## src/rtl/mem_arbiter.sv

```systemverilog
`default_nettype none

`ifndef ADDR_W
`define ADDR_W 32
`endif
`ifndef WORD_W
`define WORD_W 32
`endif
`ifndef MEM_COUNT_W
`define MEM_COUNT_W 4
`endif
`ifndef MEM_CODE_W
`define MEM_CODE_W 2
`endif

// ============================================================================
// Module      : mem_arbiter
// Description : Two-requester (instruction fetch / data) arbiter in front of a
//               single-outstanding-transaction memory port. Data normally
//               wins; a waiting instruction fetch is forced through after
//               STARVE_LIMIT consecutive data grants.
// Revision    : 1.0 - initial release
// ============================================================================
module mem_arbiter #(
    parameter int STARVE_LIMIT = 4
) (
    input  logic                    clk,
    input  logic                    aresetn,

    // Instruction fetch requester
    input  logic                    i_instr_req_en,
    input  logic [`ADDR_W-1:0]      i_instr_req_addr,
    output logic [`WORD_W-1:0]      o_instr_res_data,
    output logic                    o_instr_res_valid,
    output logic                    o_instr_stall,

    // Data requester
    input  logic                    i_data_req_en,
    input  logic [`ADDR_W-1:0]      i_data_req_addr,
    input  logic [`WORD_W-1:0]      i_data_req_wr_data,
    input  logic                    i_data_req_wr_en,
    input  logic [`MEM_COUNT_W-1:0] i_data_req_count,
    output logic [`WORD_W-1:0]      o_data_res_rd_data,
    output logic [`MEM_CODE_W-1:0]  o_data_res_code,
    output logic                    o_data_res_valid,
    output logic                    o_data_stall,

    // Memory request channel
    output logic                    o_mem_req_valid,
    input  logic                    i_mem_req_ready,
    output logic [`ADDR_W-1:0]      o_mem_req_addr,
    output logic [`WORD_W-1:0]      o_mem_req_wr_data,
    output logic                    o_mem_req_wr_en,
    output logic [`MEM_COUNT_W-1:0] o_mem_req_count,

    // Memory response channel
    input  logic                    i_mem_res_valid,
    input  logic [`WORD_W-1:0]      i_mem_res_rd_data,
    input  logic [`MEM_CODE_W-1:0]  i_mem_res_code
);

    localparam int CW = `MEM_COUNT_W;

    // Saturation point of the starvation counter, in counter width
    localparam logic [3:0] LIMIT = 4'(STARVE_LIMIT);

    localparam logic OWNER_INSTR = 1'b0;
    localparam logic OWNER_DATA  = 1'b1;

    typedef enum logic [1:0] {
        IDLE = 2'd0,
        REQ  = 2'd1,
        WAIT = 2'd2
    } state_t;

    state_t     state;
    logic       owner;
    logic [3:0] starve_cnt;

    logic       grant_data;
    logic       grant_instr;
    logic       instr_starved;

    // Arbitration: data has priority unless the instruction side has waited
    // through the full allowance of data grants.
    always_comb begin
        grant_data    = 1'b0;
        grant_instr   = 1'b0;
        instr_starved = i_instr_req_en && (starve_cnt == LIMIT);
        if (i_data_req_en && !instr_starved) begin
            grant_data = 1'b1;
        end else if (i_instr_req_en) begin
            grant_instr = 1'b1;
        end
    end

    // Stall is the requester's own enable masked by its response pulse.
    assign o_instr_stall = i_instr_req_en & ~o_instr_res_valid;
    assign o_data_stall  = i_data_req_en  & ~o_data_res_valid;

    // Arbiter FSM: grant, present request until accepted, await response.
    always_ff @(posedge clk or negedge aresetn) begin
        if (!aresetn) begin
            state              <= IDLE;
            owner              <= OWNER_INSTR;
            starve_cnt         <= 4'd0;
            o_mem_req_valid    <= 1'b0;
            o_mem_req_addr     <= '0;
            o_mem_req_wr_data  <= '0;
            o_mem_req_wr_en    <= 1'b0;
            o_mem_req_count    <= '0;
            o_instr_res_data   <= '0;
            o_instr_res_valid  <= 1'b0;
            o_data_res_rd_data <= '0;
            o_data_res_code    <= '0;
            o_data_res_valid   <= 1'b0;
        end else begin
            // Response valids are single-cycle pulses
            o_instr_res_valid <= 1'b0;
            o_data_res_valid  <= 1'b0;

            case (state)
                IDLE: begin
                    if (grant_data) begin
                        state             <= REQ;
                        owner             <= OWNER_DATA;
                        o_mem_req_valid   <= 1'b1;
                        o_mem_req_addr    <= i_data_req_addr;
                        o_mem_req_wr_data <= i_data_req_wr_data;
                        o_mem_req_wr_en   <= i_data_req_wr_en;
                        o_mem_req_count   <= i_data_req_count;
                        // Only count data grants that made a fetch wait
                        if (i_instr_req_en && (starve_cnt != LIMIT)) begin
                            starve_cnt <= starve_cnt + 4'd1;
                        end
                    end else if (grant_instr) begin
                        state             <= REQ;
                        owner             <= OWNER_INSTR;
                        o_mem_req_valid   <= 1'b1;
                        o_mem_req_addr    <= i_instr_req_addr;
                        o_mem_req_wr_data <= '0;
                        o_mem_req_wr_en   <= 1'b0;
                        o_mem_req_count   <= CW'(1);
                        starve_cnt        <= 4'd0;
                    end
                end

                REQ: begin
                    // Fields stay latched while memory back-pressures
                    if (i_mem_req_ready) begin
                        state           <= WAIT;
                        o_mem_req_valid <= 1'b0;
                    end
                end

                WAIT: begin
                    // Response goes to the owner even if it dropped its enable
                    if (i_mem_res_valid) begin
                        state <= IDLE;
                        if (owner == OWNER_DATA) begin
                            o_data_res_rd_data <= i_mem_res_rd_data;
                            o_data_res_code    <= i_mem_res_code;
                            o_data_res_valid   <= 1'b1;
                        end else begin
                            o_instr_res_data   <= i_mem_res_rd_data;
                            o_instr_res_valid  <= 1'b1;
                        end
                    end
                end

                default: begin
                    state           <= IDLE;
                    o_mem_req_valid <= 1'b0;
                end
            endcase
        end
    end

endmodule

`default_nettype wire

```

## config.mk

```make
export PLATFORM = sky130hd
export DESIGN_NAME = mem_arbiter
export DESIGN_NICKNAME = d
export VERILOG_FILES = /design/src/rtl/mem_arbiter.sv
export SDC_FILE = /design/constraint.sdc
export NUM_CORES = 1
export LEC_CHECK = 0
export ABC_AREA = 1
export ABC_CLOCK_PERIOD_IN_PS = 3430
export BUFFER_PORTS_ARGS = -buffer_cell sky130_fd_sc_hd__buf_2
export CAP_MARGIN = 40
export CORE_ASPECT_RATIO = 1.5
export CORE_MARGIN = 4
export CORE_UTILIZATION = 48
export CTS_BUF_LIST = sky130_fd_sc_hd__clkbuf_2
export DETAILED_ROUTE_END_ITERATION = 16
export GPL_TIMING_DRIVEN = 0
export PLACE_DENSITY = 0.85
export RECOVER_POWER = 100
export SLEW_MARGIN = 20
export SYNTH_ARGS = -nofsm -noshare
export SYNTH_HDL_FRONTEND = slang
export SYNTH_SLANG_ARGS = --single-unit
```

## constraint.sdc

```tcl
create_clock -name clk -period 3.43 [get_ports clk]
set_input_delay 0.343 -clock clk [delete_from_list [all_inputs] [get_ports clk]]
set_output_delay 0.343 -clock clk [all_outputs]
set_load 0.05 [all_outputs]
```

Yosys cells after proc, flatten, opt, wreduce, memory -nomap -nowiden
Index checks and enable logic that the tools add are counted.

word-level totals
  bits in registers = 145
  output and inout port bits = 140
  logic and storage cells = 70

operators by class
  $add $sub $neg = 1
  eq/ne operators = 8
  multiplexer cells = 30
  bitwise operators = 6
  reduce and logical (&&, ||, !) cells = 12

operators by type and width
  operator                                                number
  2-to-1 mux 32 bit                                       4
  2-to-1 mux 4 bit                                        5
  2-to-1 mux 1 bit                                        15
  AND reduction 3 bit                                     5
  2-to-1 mux 2 bit                                        4
  one-hot mux 2 bit (3 select lines)                      1
  adder 4 x 1 -> 4 bit (second input constant)            1
  equality test 4 x 3 -> 1 bit (second input constant)    1
  inequality test 2 bit (second input constant)           2
  inequality test 4 x 3 -> 1 bit (second input constant)  1
  inverter 1 bit                                          4
  logical AND 1 bit                                       3
  inequality test 3 bit (second input constant)           1
  one-hot mux 1 bit (3 select lines)                      1
  bitwise AND 1 bit                                       2
  equality test 2 x 1 -> 1 bit (second input constant)    1
  equality test 2 bit (second input constant)             1
  logical NOT 2 bit                                       1
  inequality test 2 x 1 -> 1 bit (second input constant)  1
  AND reduction 2 bit                                     1
  nonzero test 2 bit                                      1
  logical NOT 1 bit                                       1

Logic depth before layout (Yosys ltp)
Gate-level depths: netlist of the first run.

  depth in word-level cells = 8
  depth in mapped cells = 10
  depth with buffers taken out = 9

Worst setup path before layout of the first run
OpenSTA, ideal clock, no wires.

  path type = register to output
  start point = reg o_data_res_valid
  end point = out o_data_stall
  arrival = 1.280 ns
  data required time = 3.087 ns
  setup slack = 1.807 ns
  cell stages (with the launch flop) = 2
  buffers on the path = 0
  cells stage by stage = dfrtp_1 nor2_1

on the way
  cells in the longest elaborated chain, start to end = 2

RTL lines
  element                 line  RTL
  from (decl)             45    output logic o_data_res_valid,
  from (signal assigned)  116   o_data_res_valid <= 1'b0;
  from (signal assigned)  120   o_data_res_valid <= 1'b0;
  from (signal assigned)  163   o_data_res_valid <= 1'b1;
  inverter 1 bit          99    assign o_data_stall = i_data_req_en & ~o_data_res_valid;
  bitwise AND 1 bit       99
  to (decl)               46    output logic o_data_stall,

No other way between the ends.

Final worst setup path of the first run
  start point = reg starve_cnt[0]
  end point = reg o_mem_req_addr[21]

on the way
  cells in the longest elaborated chain, start to end = 7

RTL lines
  element                               line  RTL
  from (decl)                           78    logic [3:0] starve_cnt;
  from (signal assigned)                134   starve_cnt <= starve_cnt + 4'd1;
  equality test 4 x 3 -> 1 bit *        89    instr_starved = i_instr_req_en && (starve_cnt == LIMIT);
  logical AND 1 bit *                   89
  logical NOT 1 bit *                   90    if (i_data_req_en && !instr_starved) begin
  logical AND 1 bit *                   90
  2-to-1 mux 1 bit                      90
  nonzero test 2 bit (no source line)   -
  AND reduction 2 bit (no source line)  -
  to (signal assigned)                  128   o_mem_req_addr <= i_data_req_addr;
  to (signal assigned)                  140   o_mem_req_addr <= i_instr_req_addr;
  to (decl)                             51    output logic [`ADDR_W-1:0] o_mem_req_addr,

Mark *: on every way between the ends. The rest lies on a longest branch, timed or not.
A chain may end at the register's enable or synchronous reset.

==> out/results.txt, run 1 <==
Routability-driven placement finished with a final weighted congestion of 0.909. The run gives 0.315 as the sequential cell fraction of total power. The worst-path cell with the longest stage delay was dlygate4sd3_1. The pin count of the biggest net entering global routing was 88. The start-to-end type of the worst setup path is reg2reg. On the final layout, the worst clock skew is 21.4 ps. The setup slack of the most critical reg-to-reg path is 700 ps.

Across the run, the number of max-cap violations was 0. Setup repair after global routing left no endpoint under its margin. VDD sags by at most 654 uV.

The initial antenna violation count was 2; the ratio of total power to cell area was 1020 mW/mm^2. The biggest fanout along the worst timing path works out to 10. The number of design rule violations left after detail routing came out at 0.

The placeable core area came out at 0.0130 sq mm. In this run the critical register-to-register path is launched from starve_cnt[0]. The post-synthesis cell area is 0.00634 sq mm, and the mean cell area of the mapped netlist is 8.57 sq um.

The total overflow left after global routing is 0. The die span in y works out to 149 um. For the required time at the endpoint of the critical path, the log shows 4060 ps. The path category of the worst min-delay check is in2reg. The portion of the clock cycle consumed by the worst path in the final layout is 0.797.

The instance area at placement came out at 0.00798 sq mm. The tree is rooted in a clkbuf_2. No sink is reached through more buffers than the 2 on the longest clock path.

The via count of the first global-routing pass was 7490. The routed layout has 6934 vias. Walking the worst path, the cells encountered are inv_1 > ha_1 > nand2_1 > inv_1 > nand2_4 > nand2_1 > clkbuf_1 > nand2_1 > nand3_1 > dlygate4sd3_1 > nand2_1. The routed length per placed instance was 17.4 um.

The flop and latch count out of synthesis is 145, and the wire length of the first global-routing pass is 36600 um. The flow ran to the end, and the final reports show no timing, DRC or antenna violations. The post-synthesis cell type count is 26. Clock-pin slew was measured on the worst setup and hold paths at 230 ps. The number of setup buffers added after CTS is 0. The run gives 0 as the setup-violating endpoint count in the final report.

The tools report the count of final max-slew check failures as 0. The tools report the total die area as 0.0152 sq mm. The final layout contains 1320 nets.

STA classifies the critical path endpoint as a flop. At the later pin of the worst-skew pair, clock insertion delay measures 690 ps. The tools report the initial cell density of the core as 0.490. Endpoint of the lowest-slack register-to-register path: o_mem_req_addr[21].

For the total global routing track utilization, the log shows 0.314. The number of nets handed over by synthesis was 883. By instance count, the cell type seen most on the critical path is nand2_1. Clock tree synthesis found a total of 145 sinks.

The instance count along the most critical hold path was 4. The top achievable clock speed is 0.366 GHz, and the final instance area is 0.00925 sq mm. For the worst flop-to-flop path, the logic depth is 11.

The worst path needs 2730 ps of the cycle, external delays included. The portion of the post-synthesis area used by sequential elements was 0.572. For the part of the power in combinational logic, the log shows 0.577.

The clock network power share is 0.107. The tools report the total power of the final layout as 9.43 mW. The switching power as a share of total power is 0.580. STA puts the critical path data arrival time at 3360 ps. For this run, the detailed router's first-pass iteration total came to 5. The delay contributed by the slowest stage of the critical path was 590 ps. In this run the tool buffered the top-level ports with 279 buffer cells.

Net switching component of the power: 5.47 mW. Leaving out fill and tap cells, the most frequent cells in the layout are nand2_1, clkbuf_1, buf_2, dfrtp_1, dlygate4sd3_1. The internal power of the cells totals 3.97 mW.

The final antenna-violating net count was 0. The number of instances in the synthesized netlist came out at 740. The top-level port count was 281; the hold buffer count at cts was 138.

In this run the worst setup path terminates at o_mem_req_addr[21]. The half-perimeter wire length of the detailed placement result was 14000 um; the fill cell total of the finished layout was 943. TritonCTS built the clock tree. After floorplanning, the core was divided into 51 placement rows. For this block, the initial DRC count from the detailed router was 335. Number of failing hold endpoints at the final stage: 0. Fraction of final layout cells sized beyond drive strength 1: 0.161. The most critical setup path has its startpoint at starve_cnt[0].

The library cell used most frequently in the layout, excluding fill and tap cells, is nand2_1. From synthesis to final layout, the design area changed by 45.7%. Leakage power figure: 5.00 nW. The routed design has 23500 um of wire. The via density per instance is 5.13. The tools report the post-CTS resize count as 0. For the remaining max-slew budget at the tightest pin, the log shows 0.523. Number of buffers added by the clock tree synthesis step: 17. The total number of yosys warnings is 0, and the count of H-tree levels built during CTS is 4. The worst setup path is launched from a flop. For the pin with the worst max-slew slack, the measured transition is 719 ps.

The overall die width was 102 um.
-- worst min path at each step --
stage                                from                     to  slack [ps]
floorplan                         aresetn     o_data_res_code[0]          50
global placement    o_mem_req_wr_data[27]  o_mem_req_wr_data[27]         460
detailed placement                aresetn     o_data_res_code[0]         300
CTS                         i_data_req_en          starve_cnt[3]          10
global route               i_instr_req_en          starve_cnt[2]         -20
finish                     i_instr_req_en          starve_cnt[2]          60
-- per-stage QoR --
step / utilization / std cells / worst slack (ps) / hold WS, ps / setup TNS (ps)
finish: 0.714 / 1351 / 697 / 58.7 / 0
CTS: 0.741 / 1349 / 1360 / 14.8 / 0
global route: 0.714 / 1351 / 582 / -17.4 / 0
detailed placement: 0.616 / 1179 / 1860 / 300 / 0
global placement: 0.613 / 1178 / -19.4 / 456 / -1420
floorplan: - / 740 / 1810 / 47.4 / 0
-- flip-flops by register name, indices dropped and copies added (netlist names) --
name                flops
starve_cnt              4
o_data_res_valid        1
o_mem_req_wr_en         1
o_mem_req_addr         32
o_data_res_rd_data     32
o_instr_res_valid       1
o_mem_req_valid         1
state                   2
owner                   1
o_mem_req_count         4
o_data_res_code         2
o_mem_req_wr_data      32
o_instr_res_data       32
-- Yosys cell counts --
| master | n | share of area |
|---|---|---|
| a21oi_1 | 3 | 0.0024 |
| buf_1 | 2 | 0.0012 |
| buf_2 | 9 | 0.0071 |
| buf_4 | 1 | 0.0012 |
| buf_6 | 23 | 0.041 |
| clkbuf_1 | 3 | 0.0018 |
| clkinv_1 | 1 | 0.00059 |
| dfrtp_1 | 145 | 0.57 |
| ha_1 | 2 | 0.0039 |
| inv_1 | 105 | 0.062 |
| inv_2 | 3 | 0.0018 |
| nand2_1 | 291 | 0.17 |
| nand2_4 | 1 | 0.0018 |
| nand2_8 | 1 | 0.0032 |
| nand3_1 | 67 | 0.053 |
| nand3_2 | 2 | 0.0032 |
| nand3b_1 | 1 | 0.0012 |
| nand4_1 | 1 | 0.00099 |
| nor2_1 | 6 | 0.0036 |
| nor2_4 | 2 | 0.0036 |
| nor2_8 | 1 | 0.0032 |
| o21ai_0 | 14 | 0.011 |
| o21ai_1 | 50 | 0.039 |
| o21ai_2 | 4 | 0.0055 |
| o21ai_4 | 1 | 0.0026 |
| o22ai_1 | 1 | 0.00099 |
-- area by class of cell --
cell class,instances,area (sq um),area share
antenna,2,5.00,0.000541
multi-input combinational,448,1900,0.206
buffer,38,215,0.0233
sequential,145,3630,0.392
clock inverter,15,159,0.0172
clock buffer,17,85.1,0.00920
inverter,109,409,0.0443
timing repair buffer,418,2640,0.286
tap,159,199,0.0215
-- worst max-delay path: cells and delay by family, from the launching register on --
kind,cells,cell delay [ps]
buf+inv,4,1260
simple gates,6,790
flops,1,440
fa+ha+maj,1,190
-- cell families (layout without fill, tap and decap cells) --
group | count (synthesis) | count (layout) | synth area share
AO/OA/AOI/OAI | 73 | 73 | 0.0619
adder cells (fa/ha/maj) | 2 | 2 | 0.00394
buffers and inverters | 147 | 597 | 0.117
flip-flops | 145 | 145 | 0.572
other | 0 | 2 | 0
AND/OR/NAND/NOR | 373 | 373 | 0.246
-- power by group through the flow --
stage	Sequential (mW)	Combinational (mW)	Clock [mW]
after floorplan	5.65	1.30	0
after global placement	2.92	5.31	0
after detailed placement	2.95	5.41	0
after global routing	3.06	5.74	1.12
after CTS	2.92	5.67	1.04
final	2.98	5.45	1.01
-- metal layers --
metal / vias up / routed length, um / track usage
li1: 3130 / - / -
met1: 3241 / 7950 / 0.333
met2: 410 / 12100 / 0.545
met3: 153 / 1660 / 0.0716
met4: 0 / 1820 / 0.209
met5: - / 0 / 0
(Power assumes the default switching activity.)
==> inputs of run 2 (changes only) <==
ABC_CLOCK_PERIOD_IN_PS = 2400   (was 3430)
CORE_UTILIZATION = 44   (was 48)
PLACE_DENSITY = 0.82   (was 0.85)
clock period = 2.4 ns   (was 3.43 ns; I/O delays follow)
==> out/results.txt, run 2 (synthesized netlist as in run 1, its figures left out) <==
The number of cells traversed by the worst register-to-register path was 10; the worst endpoint data arrival time was 2700 ps. Detailed placement finished with a half-perimeter wire length of 13800 um. Among all stages on the critical path, the largest delay is contributed by dlygate4sd3_1. For the via count of the first global-routing pass, the log shows 7350. For the setup-violating endpoint count in the final report, the log shows 0. The maximum vdd ir drop was 710 uV; the source-to-sink clock delay at the later pin of the worst-skew pair was 650 ps. Relative to the synthesized area, the layout overhead comes to 50.4%. The run finished with clean final reports. The floorplan step defined a die boundary enclosing 0.0164 sq mm. The logs give 502 for the number of DRC markers in iteration 0 and 0.312 for the sequential cell fraction of total power. In the layout the commonest cells are nand2_1, clkbuf_1, dlygate4sd3_1. The finished cells cover 0.00954 sq mm. The slew at the pin with the worst max-slew slack works out to 765 ps.

In this run the power density over the cells is 1440 mW/mm^2. The logs give 0 for the count of final max-slew check failures and 0.121 for the clock network power share. Dividing the detail-routed via count by the number of cells gives 4.95.

Post-CTS repair changed the size of 0 cells. The top-level port count was 281; the biggest fanout along the worst timing path was 10. The beginning of the worst register-to-register path was starve_cnt[0]. Setup repair after global routing left no endpoint under its margin. In this run the register-to-register setup slack is 270 ps. For the setup skew after layout, the log shows 27.0 ps. The number of hold buffers added after CTS was 154.

Dividing the detail-routed wire length by the instance count gives 16.5 um. The net switching component of the power is 7.82 mW. The tools report the overall routed net length as 23100 um.

The H-tree was split into 4 levels. The internal power of the cells totals 5.90 mW. At the end of routability-driven placement, the weighted congestion stood at 0.886.

The library cell used most frequently in the layout, excluding fill and tap cells, is nand2_1. The element type at the critical path end was a flop. The net count of the finished layout is 1336. The routed layout has 6918 vias.

Required time at the endpoint of the critical path: 2970 ps. The run gives 36300 um as the wire length of the first global-routing pass. The shortest period the worst path allows came out at 2130 ps. For the initial antenna violation count, the log shows 1. The longest clock path from root to sink contains 2 buffers. The hold-critical path endpoint is o_mem_req_wr_data[11]. The count of buffers inserted at the top-level ports is 279, and the initial cell density of the core is 0.451. TritonCTS built the clock tree. Detailed-routing iteration count for the pre-antenna-repair pass: 8. Switching power as a share of total power: 0.570. The leakage power figure is 5.09 nW. The critical path in this run is classified as reg2reg. After global routing the overflow that remains totals 0. Endpoint of the lowest-slack register-to-register path: o_mem_req_addr[30]. TritonCTS created 17 clock buffers.

The total power of the final layout was 13.7 mW; the top achievable clock speed was 0.469 GHz. The tools report the max-capacitance violation count as 0. The logs give 293 ps for the worst hold margin and 0 for the number of buffers inserted to repair setup after CTS. The tightest min-delay check is of the in2reg type. STA classifies the critical path startpoint as a flop. The number of failing hold endpoints at the final stage came out at 0. The detail route stage leaves a number of antenna-violating nets equal to 0. In this run the cell area measured after placement is 0.00802 sq mm. The portion of the clock cycle consumed by the worst path in the final layout came out at 0.889. The tools report the standard-cell row count as 53. The start point of the worst hold path was i_data_req_wr_data[11]. After clock tree synthesis, the clock-pin slew on the worst setup and hold paths is 250 ps. For this run, design rule violations remaining after detail routing come to 0. The clock net in this run drives a total of 145 sinks. Fraction of final layout cells sized beyond drive strength 1: 0.163.

Total global routing track utilization: 0.280. CTS placed an instance of clkbuf_2 at the clock tree root. The worst hold path passes through 4 cells. Entering global routing, the biggest net connects 88 pins. The remaining max-slew budget at the tightest pin came out at 0.492. In this design, the stage delay of the slowest critical-path cell is 560 ps.

From bottom edge to top edge, the die measures 155 um. Measured along the x axis, the die boundary spans 106 um. The part of the power in combinational logic is 0.567, and the placeable core area is 0.0141 sq mm. The signal on the critical path passes through inv_1 > ha_1 > nand2_1 > inv_1 > nand2_4 > buf_2 > nand3_1 > nand3_1 > dlygate4sd3_1 > nand2_1.

After filler insertion, the fill cell instance count of the layout stands at 1108.
==> run 2: stage by stage <==
step | utilization | cells | setup slack, ps | setup TNS [ps]
6_report | 0.679 | 1398 | 267 | 0
4_1_cts | 0.700 | 1397 | 339 | 0
5_1_grt | 0.679 | 1398 | 149 | 0
3_5_place_dp | 0.570 | 1212 | 860 | 0
3_3_place_gp | 0.568 | 1211 | -963 | -137190
2_1_floorplan | - | 740 | 880 | 0
==> run 2: layout make-up <==
cell class                 count  area (sq um)  area share
inverter                     109           409      0.0429
clock inverter                14           201      0.0211
clock buffer                  17          85.1     0.00892
antenna                        1          2.50    0.000262
buffer                        38           239      0.0250
timing repair buffer         434          2800       0.293
multi-input combinational    448          1940       0.203
tap                          192           240      0.0252
sequential                   145          3630       0.380
==> run 2: layer usage <==
layer	vias up	track usage	wire length, um
li1	3162	-	-
met1	3245	0.301	8380
met2	390	0.501	11900
met3	121	0.0560	1380
met4	0	0.172	1490
met5	-	0	0
==> run 2: worst max path at each step <==
stage,from,to,slack (ps),cells past startpoint
6_report,starve_cnt[0],o_mem_req_addr[30],270,10
5_1_grt,starve_cnt[0],o_mem_req_addr[28],150,10
4_1_cts,starve_cnt[0],o_mem_req_addr[11],340,10
3_5_place_dp,starve_cnt[0],o_mem_req_wr_data[16],860,10
3_3_place_gp,aresetn,o_instr_res_data[3],-960,1
2_1_floorplan,o_data_res_valid,o_data_stall,880,1
==> run 2: critical path: cells and delay by family (launching register included) <==
family,cells,cell delay (ps)
AND/OR/NAND/NOR,5,490
adder cells (fa/ha/maj),1,190
buffers and inverters,4,960
flip-flops,1,410
==> run 2: power groups by stage <==
| stage | logic [mW] | registers [mW] | clock network [mW] |
|---|---|---|---|
| after detailed placement | 7.73 | 4.23 | 0 |
| after global routing | 8.20 | 4.39 | 1.79 |
| after global placement | 7.60 | 4.19 | 0 |
| after floorplan | 1.85 | 8.07 | 0 |
| after CTS | 8.13 | 4.18 | 1.69 |
| final | 7.78 | 4.28 | 1.66 |
==> inputs of run 3 (changes only) <==
GPL_TIMING_DRIVEN = unset   (was 0)
==> out/results.txt, run 3 (synthesized netlist as in run 1, its figures left out) <==
The flow ran to the end, and the final reports show no timing, DRC or antenna violations. The critical path goes through inv_1 > ha_1 > nand2_1 > inv_1 > nand2_4 > buf_4 > nand3_1 > nand3_1 > dlygate4sd3_1 > nand2_1. After clock tree synthesis, the clock-pin slew on the worst setup and hold paths is 230 ps. Counting both buffers and inverters, the worst setup path holds a total of 4.

The portion of the clock cycle consumed by the worst path in the final layout is 0.942, and the required time at the endpoint of the critical path is 2970 ps. For the number of DRC markers in iteration 0, the log shows 479. Clock tree synthesis selected as its root buffer the cell clkbuf_2.

Hold is met by 298 ps. The initial cell density of the core came out at 0.451. Number of design rule violations left after detail routing: 0. Measured in cells, the most critical reg-to-reg path has a length of 10. At the placement stage, the worst setup path has a slack of 666 ps. After the flow finishes, the layout carries non-filler instances totaling 1361. In this run the critical register-to-register path is captured at o_mem_req_addr[7]. At the end of routability-driven placement, the weighted congestion stood at 0.875. The largest single stage delay on the critical path is 560 ps. The tools report the utilization after layout as 0.656. The logs give 0 for the number of failing hold endpoints at the final stage and 4 for the count of H-tree levels built during CTS. The total negative slack for setup checks is 0 ps.

The biggest fanout along the worst timing path is 34. The ratio of total power to cell area is 1450 mW/mm^2. The via count of the first global-routing pass was 7213.

At the end of the flow, the number of nets in the layout was 1297. The number of gates resized after CTS was 0. The tools report the element type at the critical path end as a flop. Smallest setup slack after layout: 139 ps. During placement, the flow inserted port buffers numbering 280. The maximum vdd ir drop is 783 uV.

The die span in y came out at 155 um. Across all register-to-register paths, the minimum setup slack is 140 ps. In this run the count of I/O pins placed on the die edge is 281.

The worst hold path belongs to the class in2reg. The region available for standard cell placement spans 0.0141 sq mm. The filler cells instantiated in the layout total 1137. The worst hold path terminates at o_data_res_code[1]. Setup repair after global routing left no endpoint under its margin. The fraction of final layout cells sized beyond drive strength 1 is 0.159. The clock sink count was 145.

For this design the static power due to leakage is 4.95 nW. The shortest period the worst path allows came out at 2260 ps. STA classifies the critical path startpoint as a flop. The count of final max-slew check failures was 0; the number of buffers inserted to repair setup after CTS was 0. The run gives 0.265 as the total global routing track utilization.

Across the run, the number of max-cap violations was 0. The slowest stage of the critical path is the dlygate4sd3_1 cell. The tools report the remaining max-slew budget at the tightest pin as 0.118. The routed layout has 6790 vias.

The tools report the beginning of the worst register-to-register path as starve_cnt[0]. The tools report the overall routed net length as 21600 um. The tools report the initial antenna violation count as 1. The tools report the total overflow reported by the global router as 0. The worst hold path passes through 4 cells.

For the half-perimeter wire length of the detailed placement result, the log shows 12600 um. The library cell used most frequently in the layout, excluding fill and tap cells, is nand2_1. The pin count of the biggest net entering global routing is 65, and the routed length per placed instance is 15.9 um.

The setup skew after layout came out at 36.6 ps. From left edge to right edge, the die measures 106 um. The floorplan has 53 rows.

The die covers 0.0164 sq mm. Buffers inserted during clock tree synthesis total 17. After detailed placement, the design holds a cell count of 1185.

For this run, the top clock speed supported by timing is 0.442 GHz. The top cell types in the final layout, fill and taps aside, are nand2_1, dfrtp_1, clkbuf_1. The via density per instance is 4.99. The startpoint identified for the worst hold timing path is i_mem_res_code[1].

The first global-routing pass estimated 34500 um of wire. The source-to-sink clock delay at the later pin of the worst-skew pair is 660 ps. TritonCTS built the clock tree.

The area growth from synthesis to layout is 45.3%, and the slew at the pin with the worst max-slew slack is 1320 ps. The pre-antenna-repair detailed-routing pass consisted of 5 iterations. Setup violations remaining at the end of the flow were counted as 0.

The logs give 0 for the final antenna-violating net count and 2 for the deepest clock path buffer count. Hold repair after CTS inserted 142 buffers. The kind of cell adding the most delay to the critical path was buffers and inverters. Data arrives at the worst endpoint at 2830 ps.

The start-to-end type of the worst setup path was reg2reg.
run 3: final cells by class:
| type | count | area [sq um] | area share |
|---|---|---|---|
| flip-flops and latches | 145 | 3630 | 0.394 |
| multi-input cells | 448 | 1940 | 0.210 |
| clock buffers | 18 | 90.1 | 0.00977 |
| clock inverters | 14 | 176 | 0.0191 |
| well taps | 192 | 240 | 0.0261 |
| inverters | 109 | 409 | 0.0444 |
| diodes | 2 | 5.00 | 0.000543 |
| repair buffers | 433 | 2730 | 0.296 |
run 3: metal layers:
layer / wire length, um / global-route usage
met1: 7320 / 0.268
met2: 11400 / 0.475
met3: 1370 / 0.0589
met4: 1570 / 0.192
met5: 0 / 0
run 3: power by group:
group	total (mW)	internal [mW]	switching (mW)
clock	1.54	0.598	0.944
sequential	4.25	3.57	0.681
combinational	7.56	1.52	6.04
run 3: metrics by stage:
stage | total power [mW] | area [sq um]
floorplan | 9.93 | 6340
global placement | 11.5 | 7770
detailed placement | 11.7 | 7770
CTS | 13.6 | 9460
global route | 14.0 | 9210
finish | 13.4 | 9220
run 3: worst reg2reg max path: stages (launching register included):
cell and delay (ps):
dfrtp_1 390, inv_1 80, ha_1 190, nand2_1 60, inv_1 60, nand2_4 90
buf_4 350, nand3_1 230, nand3_1 140, dlygate4sd3_1 560, nand2_1 60
run 3: worst max-delay path by stage:
stage | from | to | slack (ps) | depth (start not counted)
CTS | aresetn | o_mem_req_wr_data[29] | 100 | 4
global route | starve_cnt[0] | o_mem_req_addr[7] | 40 | 10
detailed placement | i_data_req_en | o_mem_req_addr[12] | 670 | 6
finish | starve_cnt[0] | o_mem_req_addr[7] | 140 | 10
floorplan | o_data_res_valid | o_data_stall | 880 | 1
global placement | i_data_req_en | o_mem_req_addr[12] | 670 | 6
